<file path="src/rtl/ddr_ring_pkg.sv">
// ddr_ring_pkg: shared types, burst geometry defaults and slot address helpers
package ddr_ring_pkg;
  localparam int CNT_W = 16;
  localparam int DEF_DATA_W = 64;
  localparam int DEF_BURST_LEN = 128;
  localparam int BURST_BYTES = DEF_BURST_LEN * DEF_DATA_W / 8;
  localparam int BURST_SHIFT = $clog2(BURST_BYTES);
  typedef logic [CNT_W-1:0] cnt_t;
  typedef struct packed {
    cnt_t wptr;
    cnt_t rptr;
    cnt_t used;
    cnt_t fill;
    cnt_t avail;
    cnt_t wr_pend;
    cnt_t rd_pend;
  } chan_state_t;
  function automatic logic [63:0] slot_addr(input logic [63:0] base, input cnt_t idx, input int shift = BURST_SHIFT);
    return base + (64'(idx) << shift);
  endfunction
  function automatic cnt_t next_idx(input cnt_t idx, input cnt_t len);
    return (idx == len - 1'b1) ? '0 : idx + 1'b1;
  endfunction
endpackage

</file>
<file path="src/rtl/rr_arbiter.sv">
// rr_arbiter: round-robin pick of the first requester after the last grant
module rr_arbiter #(
  parameter int N = 4,
  parameter int CW = 2
) (
  input  logic [N-1:0]  req,
  input  logic [CW-1:0] last,
  output logic [N-1:0]  gnt_oh,
  output logic [CW-1:0] gnt_idx,
  output logic          any
);
  // scan downward so the nearest requester after last overwrites farther ones
  always_comb begin
    gnt_idx = '0;
    any = 1'b0;
    for (int i = N; i >= 1; i--)
      if (req[(int'(last) + i) % N]) begin
        gnt_idx = CW'((int'(last) + i) % N);
        any = 1'b1;
      end
    gnt_oh = any ? N'(1) << gnt_idx : '0;
  end
endmodule

</file>
<file path="src/rtl/ddr_ring_slot_mgr.sv">
// ddr_ring_slot_mgr: per-channel DDR ring pointers, occupancy and round-robin drain issue
module ddr_ring_slot_mgr
  import ddr_ring_pkg::*;
#(
  parameter int NUM_CHANNELS = 4,
  parameter int AXI_ADDR_WIDTH = 32,
  parameter int AXI_DATA_WIDTH = 64,
  parameter int DRAIN_BURST_LEN = 128,
  parameter int SLOT_CNT_WIDTH = CNT_W,
  localparam int CW = NUM_CHANNELS > 1 ? $clog2(NUM_CHANNELS) : 1
) (
  input  logic                                     S_AXI_ACLK,
  input  logic                                     S_AXI_ARESET,
  input  logic [NUM_CHANNELS*AXI_ADDR_WIDTH-1:0]   CFG_BASE_ADDR,
  input  logic [NUM_CHANNELS*SLOT_CNT_WIDTH-1:0]   CFG_RING_LEN,
  input  logic [NUM_CHANNELS*SLOT_CNT_WIDTH-1:0]   CFG_WATERMARK,
  input  logic [NUM_CHANNELS-1:0]                  SOFT_CLEAR,
  input  logic                                     WR_REQ_VALID,
  output logic                                     WR_REQ_READY,
  input  logic [CW-1:0]                            WR_REQ_CH,
  output logic [AXI_ADDR_WIDTH-1:0]                WR_REQ_ADDR,
  input  logic                                     WR_DONE_VALID,
  input  logic [CW-1:0]                            WR_DONE_CH,
  output logic                                     RD_CMD_VALID,
  input  logic                                     RD_CMD_READY,
  output logic [CW-1:0]                            RD_CMD_CH,
  output logic [AXI_ADDR_WIDTH-1:0]                RD_CMD_ADDR,
  input  logic                                     RD_DONE_VALID,
  input  logic [CW-1:0]                            RD_DONE_CH,
  output logic [NUM_CHANNELS*SLOT_CNT_WIDTH-1:0]   FILL,
  output logic [NUM_CHANNELS-1:0]                  FULL,
  output logic [NUM_CHANNELS-1:0]                  EMPTY,
  output logic [NUM_CHANNELS-1:0]                  WM_IRQ,
  input  logic [NUM_CHANNELS-1:0]                  WM_CLEAR,
  output logic                                     PROTO_ERR
);
  localparam int AW = AXI_ADDR_WIDTH;
  localparam int SW = SLOT_CNT_WIDTH;
  localparam int SHIFT = $clog2(DRAIN_BURST_LEN * AXI_DATA_WIDTH / 8);
  chan_state_t st [NUM_CHANNELS];
  chan_state_t nx [NUM_CHANNELS];
  cnt_t len [NUM_CHANNELS];
  cnt_t wm [NUM_CHANNELS];
  logic [AW-1:0] base [NUM_CHANNELS];
  logic [NUM_CHANNELS-1:0] en, req, gnt_oh, alloc, wd, rdn, iss, wm_cond, wm_cond_q, wm_irq_q;
  logic [CW-1:0] gnt_idx, last, rd_ch;
  logic [AW-1:0] rd_addr, cmd_addr;
  logic any, load, err, rd_valid, proto;
  assign load = !rd_valid | RD_CMD_READY;
  assign cmd_addr = AW'(slot_addr(64'(base[gnt_idx]), st[gnt_idx].rptr, SHIFT));
  // unpack configuration; channels being cleared do not compete for the drain slot
  always_comb begin
    en = '0;
    req = '0;
    for (int c = 0; c < NUM_CHANNELS; c++) begin
      len[c] = cnt_t'(CFG_RING_LEN[c*SW +: SW]);
      wm[c] = cnt_t'(CFG_WATERMARK[c*SW +: SW]);
      base[c] = CFG_BASE_ADDR[c*AW +: AW];
      en[c] = len[c] != '0;
      req[c] = en[c] & (st[c].avail != '0) & ~SOFT_CLEAR[c];
    end
  end
  rr_arbiter #(.N(NUM_CHANNELS), .CW(CW)) u_arb (
    .req(req), .last(last), .gnt_oh(gnt_oh), .gnt_idx(gnt_idx), .any(any)
  );
  // write-side handshake and status flags from registered state
  always_comb begin
    WR_REQ_READY = 1'b0;
    WR_REQ_ADDR = '0;
    FILL = '0;
    FULL = '0;
    EMPTY = '0;
    for (int c = 0; c < NUM_CHANNELS; c++) begin
      if (int'(WR_REQ_CH) == c) begin
        WR_REQ_READY = en[c] & (st[c].used < len[c]);
        WR_REQ_ADDR = AW'(slot_addr(64'(base[c]), st[c].wptr, SHIFT));
      end
      FILL[c*SW +: SW] = SW'(st[c].fill);
      FULL[c] = en[c] & (st[c].used == len[c]);
      EMPTY[c] = st[c].fill == '0;
    end
  end
  // net per-channel update of all same-cycle events; stray DONEs are dropped and flagged
  always_comb begin
    alloc = '0;
    wd = '0;
    rdn = '0;
    iss = '0;
    wm_cond = '0;
    err = 1'b0;
    for (int c = 0; c < NUM_CHANNELS; c++) begin
      nx[c] = st[c];
      alloc[c] = WR_REQ_VALID & WR_REQ_READY & (int'(WR_REQ_CH) == c);
      wd[c] = WR_DONE_VALID & (int'(WR_DONE_CH) == c) & (st[c].wr_pend != '0);
      rdn[c] = RD_DONE_VALID & (int'(RD_DONE_CH) == c) & (st[c].rd_pend != '0);
      iss[c] = load & gnt_oh[c];
      err = err | (WR_DONE_VALID & (int'(WR_DONE_CH) == c) & (st[c].wr_pend == '0))
                | (RD_DONE_VALID & (int'(RD_DONE_CH) == c) & (st[c].rd_pend == '0));
      nx[c].wptr = alloc[c] ? next_idx(st[c].wptr, len[c]) : st[c].wptr;
      nx[c].rptr = iss[c] ? next_idx(st[c].rptr, len[c]) : st[c].rptr;
      nx[c].used = st[c].used + cnt_t'(alloc[c]) - cnt_t'(rdn[c]);
      nx[c].wr_pend = st[c].wr_pend + cnt_t'(alloc[c]) - cnt_t'(wd[c]);
      nx[c].fill = st[c].fill + cnt_t'(wd[c]) - cnt_t'(rdn[c]);
      nx[c].avail = st[c].avail + cnt_t'(wd[c]) - cnt_t'(iss[c]);
      nx[c].rd_pend = st[c].rd_pend + cnt_t'(iss[c]) - cnt_t'(rdn[c]);
      if (SOFT_CLEAR[c]) nx[c] = '0;
      wm_cond[c] = (wm[c] != '0) & (nx[c].fill >= wm[c]);
    end
  end
  // channel state, edge-triggered sticky watermark interrupts and sticky protocol error
  always_ff @(posedge S_AXI_ACLK or posedge S_AXI_ARESET) begin
    if (S_AXI_ARESET) begin
      for (int c = 0; c < NUM_CHANNELS; c++) st[c] <= '0;
      wm_cond_q <= '0;
      wm_irq_q <= '0;
      proto <= 1'b0;
    end else begin
      st <= nx;
      wm_cond_q <= wm_cond;
      wm_irq_q <= ~WM_CLEAR & (wm_irq_q | (wm_cond & ~wm_cond_q));
      proto <= proto | err;
    end
  end
  // drain command register; last starts at the top channel so the first search begins at 0
  always_ff @(posedge S_AXI_ACLK or posedge S_AXI_ARESET) begin
    if (S_AXI_ARESET) begin
      rd_valid <= 1'b0;
      rd_ch <= '0;
      rd_addr <= '0;
      last <= CW'(NUM_CHANNELS - 1);
    end else if (load) begin
      rd_valid <= any;
      if (any) begin
        rd_ch <= gnt_idx;
        rd_addr <= cmd_addr;
        last <= gnt_idx;
      end
    end
  end
  assign RD_CMD_VALID = rd_valid;
  assign RD_CMD_CH = rd_ch;
  assign RD_CMD_ADDR = rd_addr;
  assign WM_IRQ = wm_irq_q;
  assign PROTO_ERR = proto;
endmodule

</file>
<file path="config.mk">
export PLATFORM = sky130hd
export DESIGN_NAME = ddr_ring_slot_mgr
export DESIGN_NICKNAME = d
export VERILOG_FILES = /design/src/rtl/ddr_ring_pkg.sv /design/src/rtl/rr_arbiter.sv /design/src/rtl/ddr_ring_slot_mgr.sv
export SDC_FILE = /design/constraint.sdc
export NUM_CORES = 2
export LEC_CHECK = 0
export BUFFER_PORTS_ARGS = -buffer_cell sky130_fd_sc_hd__buf_4
export CAP_MARGIN = 25
export CORE_ASPECT_RATIO = 1.4
export CORE_MARGIN = 2
export CORE_UTILIZATION = 60
export DETAILED_ROUTE_END_ITERATION = 12
export PLACE_DENSITY = 0.8
export SLEW_MARGIN = 25
export SYNTH_ARGS = -nofsm -noshare
export SYNTH_HDL_FRONTEND = slang
export SYNTH_SLANG_ARGS = --single-unit
export TNS_END_PERCENT = 100
</file>
<file path="constraint.sdc">
create_clock -name S_AXI_ACLK -period 22.7 [get_ports S_AXI_ACLK]
set_clock_uncertainty 0.05 [all_clocks]
set_input_delay 2.27 -clock S_AXI_ACLK [delete_from_list [all_inputs] [get_ports S_AXI_ACLK]]
set_output_delay 2.27 -clock S_AXI_ACLK [all_outputs]
set_load 0.01 [all_outputs]
</file>
==> impl_metrics.csv <==
group,metric,value,unit
outcome,status,"finished, final reports clean",
min_path,hold_path_class,"flip-flop to flip-flop",
floorplan,core,0.0763,sq mm
critical_path,crit_path_end_kind,"output pin",
critical_path,cp_num_buf_inv,3,
clock_network,clock-root-buffer,"clkbuf_16",
final_layout,drive_above_1_share,11.1,%
grt,grt_overflow,0,
grt,grt_first_pass_wirelength,213000,um
sta,rsz0062_at_grt,"no",
synth,yosysMostFrequentCell,"ha_1",
floorplan,start_util,60.4,%
clock_network,htreeDepth,2,
power_and_ir_drop,p_leak,0.0254,uW
grt,antenna_found_initial,11,
drt,drt-initial-drc-count,2380,
synth,synthTopCellsByCount,"ha_1, inv_1, nor2_1",
drt,drc,0,
critical_path,critPathMaxStageDelay,0.91,ns
critical_path,critPathKind,"primary input to output pin",
placed_design,dp_hpwl,104000,um
placed_design,pre_cts_ws,13.69,ns
floorplan,die_w,238,um
floorplan,fp.dieArea,0.0790,sq mm
placed_design,place.gp.congestion,1.02,
drt,ant_nets,0,
critical_path,path_common_cell,"buf_4",
sta,fin_crit,8.56,ns
clock_network,cts_setup_buffers,0,
synth,synth_area_leaders,"dfrtp_1, ha_1, xnor2_1",
clock_network,clock_latency,0.66,ns
critical_path,critPathMaxFanout,4,
synth,synth_area,0.0461,sq mm
synth,syn_avg_cell_area,8.28,sq um
clock_network,cts_tree,"yes",
synth,synth_flop_cell,"dfrtp_1",
final_layout,area_growth_syn_to_layout,12.6,%
clock_network,ctsResizeCount,0,
synth,yosys_register_bits,494,
clock_network,cts.clk_slew.worst_paths,0.06,ns
power_and_ir_drop,power_density,128,mW/mm^2
synth,netlist.area_leader.share,26.7,%
synth,synth_top_area_cell,"dfrtp_1",
sta,slew_headroom,22.0,%
critical_path,ff2ff_setup_slack,16.03,ns
critical_path,cp_top_family,"compound AO/OA/AOI/OAI gates",
synth,async_reset_ff_share,100,%
sta,final.period_utilization,37.7,%
drt,firstDrtPassIters,5,
synth,yosys_warnings,0,
clock_network,cts_inserted_buffers,57,
grt,grt_use_total,33.6,%
placed_design,io_buffer_count,420,
final_layout,final_nets,6805,
final_layout,fillCellCount,6284,
clock_network,clock-sinks,494,
grt,grt_pass1_vias,41182,
grt,grt_max_degree,151,
critical_path,cp.required,20.38,ns
drt,post_drt_wl_per_cell,19.5,um
critical_path,worstPathCellList,"buf_4, ha_1, inv_1, fa_1, nor2b_1, o2111ai_1, a31oi_1, a21boi_0, o21a_1, nor3_1, nand3_1, xnor2_1, o22ai_1, a311oi_1, buf_4",
clock_network,cts_hold_buf,0,
sta,hold_viol_final,0,
sta,slew_viol_final,0,
sta,finalWorstSetupSlack,14.14,ns
sta,fmax,117,MHz
floorplan,num_rows,120,
synth,synth_nets,6502,
drt,vias_per_cell,5.98,
sta,setup_violations,0,
power_and_ir_drop,peakVddDrop,0.0000918,V
synth,seq_area_frac_synth,26.8,%
critical_path,cpMaxStageDelayCell,"nor3_1",
floorplan,num_io_pins,421,
drt,finalWirelength,134000,um
synth,ys_types,89,
synth,postSynthCellCount,5561,
drt,dr_total_vias,41222,
sta,tns,0,ns
critical_path,crit_arrival,6.24,ns
clock_network,cts_max_path_buffers,3,
synth,synth_edf_count,0,
critical_path,start_kind,"primary input",
floorplan,die_y,332,um
job,maxCapViolations,0,
sta,tightest_slew,1.16,ns
==> cells by family after synthesis <==
family	Yosys count	synth area share [%]
AOI/OAI and AO/OA	1159	16.3
adders and majority gates	665	18.5
and+or+nand+nor	1848	19.3
muxes	53	1.82
DFF	494	26.8
xor gates and xnor gates	516	9.93
buffers and inverters	826	7.29
==> through the flow <==
step | power, uW | std cells | util, % | hold slack (ns) | area, sq um
6_report | 6650 | 6894 | 68.0 | 0.382 | 51900
5_1_grt | 7270 | 6893 | 68.0 | 0.423 | 51900
4_1_cts | 6640 | 6888 | 68.0 | 0.387 | 51800
3_5_place_dp | 5520 | 6780 | 65.2 | 0.379 | 49700
3_3_place_gp | 5390 | 6780 | 65.2 | 0.380 | 49700
2_1_floorplan | 4640 | 5561 | - | 0.359 | 46100
==> worst paths after layout <==
path,startpoint,end,depth (start not counted)
setup / recovery,CFG_BASE_ADDR[74],WR_REQ_ADDR[28],15
hold / removal,wm_cond_q[1],WM_IRQ[1],1
setup reg to reg,st[156],st[350],26
hold reg to reg,wm_cond_q[1],WM_IRQ[1],1
max in group asynchronous,S_AXI_ARESET,RD_CMD_ADDR[2],5
min in group asynchronous,S_AXI_ARESET,FILL[6],2
==> final cells by class <==
cell class | instances | area [sq um] | area share, %
Antenna cell | 5 | 12.5 | 0.0241
Clock buffer | 79 | 1710 | 3.30
Clock inverter | 29 | 425 | 0.820
Inverter | 622 | 2340 | 4.51
Multi-Input combinational cell | 4241 | 30400 | 58.6
Sequential cell | 494 | 12400 | 23.8
Tap cell | 976 | 1220 | 2.35
Timing Repair Buffer | 448 | 3400 | 6.56
==> layout by cell type, fill, tap and decap left out, types with 28 or more instances in the layout <==
cell type,n
o21a_1,30
and3_1,88
a21oi_1,283
xor2_1,132
nor4_1,59
clkbuf_16,59
buf_4,444
a31oi_1,61
nand2_1,484
o21ai_1,40
o21ai_0,239
dfrtp_1,492
nor2_1,570
o31ai_1,39
o21bai_1,86
inv_1,616
nand3_1,103
a21o_1,129
a211oi_1,34
xnor2_1,380
nand4_1,44
nand2b_1,92
or3_1,60
nor2b_1,85
ha_1,640
and2_1,28
nor3_1,96
==> state kept, by name, indices dropped and copies added (netlist names) <==
| register | count |
|---|---|
| PROTO_ERR | 1 |
| last | 2 |
| RD_CMD_ADDR | 32 |
| WM_IRQ | 4 |
| RD_CMD_CH | 2 |
| RD_CMD_VALID | 1 |
| st | 384 |
| FILL | 64 |
| wm_cond_q | 4 |
==> layer usage <==
layer	global-route usage (%)	wire length, um	up-vias
met5	0	63	-
met4	24.4	11200	10
met3	6.34	9400	486
met2	57.1	63500	1459
met1	37.5	50000	19522
li1	-	-	19745
==> where the power goes <==
| part | internal, uW | switching [uW] |
|---|---|---|
| registers | 1160 | 190 |
| logic | 1910 | 2330 |
| clock network | 641 | 418 |
No activity file was read; power rests on OpenSTA's default activity.
